`src/rtl/irq_ctrl.sv`:
```
// Interrupt controller: synchronises raw sources, latches per-channel pending bits
// (edge or level), masks them with ENABLE and reports the highest-priority channel.
module irq_ctrl #(
  parameter int IRQ_CH      = 8,
  parameter int SYNC_STAGES = 2
) (
  input  logic              clk,
  input  logic              reset,
  input  logic [IRQ_CH-1:0] irq_in,
  input  logic              req,
  input  logic              we,
  input  logic [1:0]        addr,
  input  logic [31:0]       wr_data,
  output logic [31:0]       rd_data,
  output logic              ack,
  output logic [IRQ_CH-1:0] irq_out,
  output logic [4:0]        int_id,
  output logic              int_act
);

  typedef enum logic {IDLE, ACK} state_t;

  state_t                              state_q, state_d;
  logic [SYNC_STAGES-1:0][IRQ_CH-1:0]  sync_q, sync_d;
  logic [IRQ_CH-1:0]                   prev_q, prev_d;
  logic [IRQ_CH-1:0]                   pend_q, pend_d;
  logic [IRQ_CH-1:0]                   enable_q, enable_d;
  logic [IRQ_CH-1:0]                   mode_q, mode_d;
  logic [IRQ_CH-1:0]                   irq_out_q, irq_out_d;
  logic [31:0]                         rd_q, rd_d;

  logic [IRQ_CH-1:0] s, clr;
  logic [31:0]       rd_mux;
  logic              take, wr_en;
  logic              unused_wr;

  // Upper write-data bits are ignored when IRQ_CH < 32.
  assign unused_wr = ^wr_data;

  assign s     = sync_q[SYNC_STAGES-1];
  assign take  = (state_q == IDLE) && req;
  assign wr_en = take && we;
  assign clr   = (wr_en && addr == 2'd0) ? wr_data[IRQ_CH-1:0] : '0;

  always_comb begin
    rd_mux = '0;
    case (addr)
      2'd0: rd_mux[IRQ_CH-1:0] = pend_q;
      2'd1: rd_mux[IRQ_CH-1:0] = enable_q;
      2'd2: rd_mux[IRQ_CH-1:0] = mode_q;
      default: rd_mux[5:0] = {int_act, int_id};
    endcase
  end

  // Datapath next-state; an edge set in the same cycle as a W1C clear wins.
  always_comb begin
    sync_d    = {sync_q[SYNC_STAGES-2:0], irq_in};
    prev_d    = s;
    pend_d    = (mode_q & ((pend_q & ~clr) | (s & ~prev_q))) | (~mode_q & s);
    enable_d  = (wr_en && addr == 2'd1) ? wr_data[IRQ_CH-1:0] : enable_q;
    mode_d    = (wr_en && addr == 2'd2) ? wr_data[IRQ_CH-1:0] : mode_q;
    irq_out_d = pend_q & enable_q;
    rd_d      = (take && !we) ? rd_mux : '0;
  end

  always_ff @(posedge clk) begin
    if (reset) begin
      sync_q    <= '0;
      prev_q    <= '0;
      pend_q    <= '0;
      enable_q  <= '0;
      mode_q    <= '1;
      irq_out_q <= '0;
      rd_q      <= '0;
    end else begin
      sync_q    <= sync_d;
      prev_q    <= prev_d;
      pend_q    <= pend_d;
      enable_q  <= enable_d;
      mode_q    <= mode_d;
      irq_out_q <= irq_out_d;
      rd_q      <= rd_d;
    end
  end

  // Bus handshake FSM
  always_ff @(posedge clk) begin
    if (reset) state_q <= IDLE;
    else       state_q <= state_d;
  end

  always_comb begin
    state_d = IDLE;
    case (state_q)
      IDLE:    state_d = req ? ACK : IDLE;
      default: state_d = IDLE;
    endcase
  end

  always_comb begin
    ack     = (state_q == ACK);
    rd_data = ack ? rd_q : '0;
  end

  always_comb begin
    irq_out = irq_out_q;
    int_act = |irq_out_q;
    int_id  = '0;
    for (int i = IRQ_CH - 1; i >= 0; i--)
      if (irq_out_q[i]) int_id = 5'(i);
  end

endmodule

```
`config.mk`:
```
export PLATFORM = sky130hd
export DESIGN_NAME = irq_ctrl
export DESIGN_NICKNAME = d
export VERILOG_FILES = /design/src/rtl/irq_ctrl.sv
export SDC_FILE = /design/constraint.sdc
export NUM_CORES = 1
export LEC_CHECK = 0
export ABC_AREA = 1
export BUFFER_PORTS_ARGS = -buffer_cell sky130_fd_sc_hd__buf_2
export CORE_UTILIZATION = 50
export CTS_CLUSTER_SIZE = 24
export DETAILED_ROUTE_END_ITERATION = 8
export MAX_ROUTING_LAYER = met4
export PLACE_DENSITY_LB_ADDON = 0.1
export SLEW_MARGIN = 20
export SYNTH_ARGS = -nofsm -noshare
export SYNTH_HDL_FRONTEND = slang
export SYNTH_SLANG_ARGS = --single-unit
```
`constraint.sdc`:
```
create_clock -name clk -period 2.17 [get_ports clk]
set_clock_uncertainty 0.15 [all_clocks]
set_input_delay 0.217 -clock clk [delete_from_list [all_inputs] [get_ports clk]]
set_output_delay 0.217 -clock clk [all_outputs]
set_load 0.05 [all_outputs]
```
* Word-level counts from Yosys, hierarchy flattened
Cells that the tools add are included.
** Storage, ports and cells
- Register bits after elaboration :: 89
- Input port bits :: 46
- Output and inout port bits :: 47
- Logic and storage cells :: 48
** Operators by class
- Equal/unequal tests :: 2
- Multiplexer cells :: 13
- Bitwise operators :: 12
- Reduce and logical (&&, ||, !) cells :: 11
** Operators with widths (number)
- $and 8x8->8 :: 5
- $mux 5 :: 7
- $mux 32 :: 1
- $not 8->8 :: 3
- $pmux 6 s3 :: 1
- $or 8x8->8 :: 2
- $mux 8 :: 1
- $reduce_or 8->1 :: 1
- $logic_and 1x1->1 :: 6
- $pmux 2 s3 :: 1
- $reduce_or 2->1 :: 2
- $mux 3 :: 1
- $eq 2x1->1 const B :: 1
- $eq 2x2->1 const B :: 1
- $logic_not 2->1 :: 1
- $not 1->1 :: 2
- $logic_not 1->1 :: 1
- $mux 1 :: 1

* Longest topological paths before layout
- Word-level depth :: 10
- Depth in mapped cells :: 9
- Mapped depth without buffers :: 9

* Worst setup path before layout
No wires, ideal clock.
- Path kind :: reg-to-output
- From :: reg irq_out_q[5], in the netlist irq_out[5]
- To :: out int_id[0]
- Arrival :: 1.723 ns
- Data required time :: 1.803 ns
- Setup slack :: 0.080 ns
- Cell stages (with the launch flop) :: 7
- Path buffers :: 0
- Cell sequence :: dfxtp_1 inv_1 nand2_1 nand2_1 nand2_1 nand2_1 a21oi_1
** On the way
- Longest elaborated chain between the ends :: 6
** RTL lines
- from (decl) :: line 29 : logic [IRQ_CH-1:0] irq_out_q, irq_out_d;
- from (signal assigned) :: line 81 : irq_out_q <= irq_out_d;
- $mux 5 (6 in a row) :: line 110 : if (irq_out_q[i]) int_id = 5'(i);
- to (decl) :: line 17 : output logic [4:0] int_id,
No other way between the ends.

* Final worst setup path
- From :: reg irq_out_q[7], in the netlist irq_out[7]
- To :: out int_id[1]
** On the way
- Longest elaborated chain between the ends :: 8
** RTL lines (line)
- $mux 3 :: 110
- $mux 5 (7 in a row) :: 110
No other way between the ends.

==> flow_summary.toml <==
[synthesis]
synth_cell_type_count = 27
ys_seq_area_frac = 0.486
synth_top_cell_area_share = 0.486
avgSynthCellArea_sq_um = 7.46
syn_area_sq_mm = 0.00268
synthCells = 359
synth-edff-count = 0
yosys_register_bits = 65
synth_top_flop_cell = "dfxtp_1"
yosysWarnings = 0
async_flop_share = 0
yosys.area.top_type = "dfxtp_1"
yosysMostFrequentCell = "nand2_1"
yosys-top-cells-area = "dfxtp_1 (49%), nand2_1 (10%), inv_1 (8.0%)"
synth_commonest_cells = "nand2_1 (71), dfxtp_1 (65), inv_1 (57)"

[power_and_ir_drop]
peakVddDrop_v = 0.000404
power_density_mw_per_mm2 = 774
leakagePower_nw = 1.60

[detailed_routing]
drt_iter0_drc = 125
wire_per_inst_um = 10.0
vias_per_cell = 4.36
drt-total-wl_mm = 4.96
vias = 2165
drc = 0
antenna_left = 0
drt-pass1-iter-count = 4

[placed_design]
gp_congestion = 0.778
placed_cells = 464
dp_hpwl_mm = 3.50
io_buffers = 42

[sta]
slew_violations = 0
finalHoldViolCount = 0
fin_crit_ns = 1.78
rsz0062_at_grt = "false"
fmax_mhz = 560
setup_viol = 0
fin_tns_setup_ns = 0
fin_crit_sh = 0.822

[setup_path]
endpoint_kind = "primary output"
arrival_ns = 1.42
critPathLaunchType = "flop"
critPathRequiredTime_ns = 1.80
reg2reg_setup_slack_ns = 0.63
crit_fanout = 3
crit_type = "flop to primary output"

[global_route]
grt_pass1_vias = 1825
grt_max_degree = 32
grt-ovfl-total = 0
grt_pass1_wl_mm = 7.96
antenna_found_initial = 0
track_usage = 0.199

[floorplan]
start_util = 0.521
core_area_sq_mm = 0.00514
die_height_um = 75.2
die-area_sq_mm = 0.00565
fp.dieW_um = 75.2
io_pins = 93
core.rowCount = 26

[clock_network]
root_buffer = "clkbuf_8"
ctsResizeCount = 0
cts.sinks = 65
clk_path_buf_depth = 2
clk_latency_ns = 0.35
clkTransAtPathRegs_ns = 0.07
cts_tree = "done"
ctsHtreeMaxLevel = 3
cts_buffers = 9

[hold_path]
hold_class = "input pin to flop"

[finish]
fin_cells = 496
syn_to_final_growth_pct = 18.5
diodes = 0
drive_gt1_frac = 0.169
nets = 467

[job]
maxCapViolations = 0

[status]
status = "complete, no violations"
==> final cells by class <==
type	instances	area (sq um)
timing repair buffer	60	385
inverter	65	246
multi-input combinational	220	971
clock inverter	6	43.8
fill	514	1970
tap	70	87.6
clock buffer	10	138
sequential	65	1300
==> power breakdown <==
group / total [W] / internal [W] / switching (W)
Clock: 0.000916 / 0.000444 / 0.000473
Sequential: 0.00126 / 0.00123 / 0.0000225
Combinational: 0.000283 / 0.0000765 / 0.000206
Total: 0.00245 / 0.00175 / 0.000701
==> cell families after synthesis <==
group,share of synthesized area
other cells,0.00140
buf+inv,0.186
simple gates,0.230
compound gates,0.0958
flops,0.486
==> routing by layer <==
metal / track usage / vias to the layer above / share of wire
li1: - / 1160 / -
met1: 0.230 / 935 / 0.46
met2: 0.319 / 64 / 0.46
met3: 0.0656 / 6 / 0.066
met4: 0.0802 / 0 / 0.012
met5: - / - / 0
==> worst max-delay path, stage by stage (launching register included) <==
cell and delay (ns):
dfxtp_1 0.36, inv_1 0.05, nand2_1 0.08, nand3_1 0.09
nand2_1 0.07, nand2_1 0.04, nor2_1 0.11, buf_2 0.28
==> worst paths after layout <==
check,from,end,depth (start not counted)
setup / recovery,irq_out[7],int_id[1],7
hold / removal,req,ack,3
setup reg to reg,ack,enable_q[2],5
hold reg to reg,sync_d[13],prev_d[5],2
==> sequential cells by signal, summed over array words and instances (netlist names) <==
signal / count
enable_q: 8
prev_d: 8
ack: 1
pend_q: 8
rd_q: 8
prev_q: 8
sync_d: 8
irq_out: 8
mode_q: 8
==> layout by cell type, fill, tap and decap left out, types with 2 or more instances in the layout <==
master	instances
conb_1	26
nand3_1	11
o21ai_1	27
nor2_1	53
nand2_1	71
inv_1	57
clkbuf_8	10
inv_2	6
buf_2	42
a21oi_1	14
nor3_1	3
o22ai_1	2
buf_4	2
dlygate4sd3_1	16
o211ai_1	4
dfxtp_1	65
clkinvlp_4	4
==> metrics by stage <==
stage               total power (W)  hold slack (ns)  area [sq um]  utilization  setup WS [ns]
detailed placement          0.00154            0.242          2830        0.551          0.629
floorplan                   0.00153            0.150          2770            -         0.0800
global route                0.00257           0.0213          3170        0.617          0.264
finish                      0.00245           0.0128          3170        0.617          0.385
global placement            0.00154            0.238          2830        0.551          0.632
CTS                         0.00248          0.00875          3170        0.617          0.365
==> repair_timing <==
| action | 4_1_cts | 5_1_grt |
|---|---|---|
| hold buffers | 16 | 0 |
| hold endpoints to repair | 22 | 0 |
| buffers inserted | 0 | 0 |
Note: power is estimated with default switching activity, not from simulation.
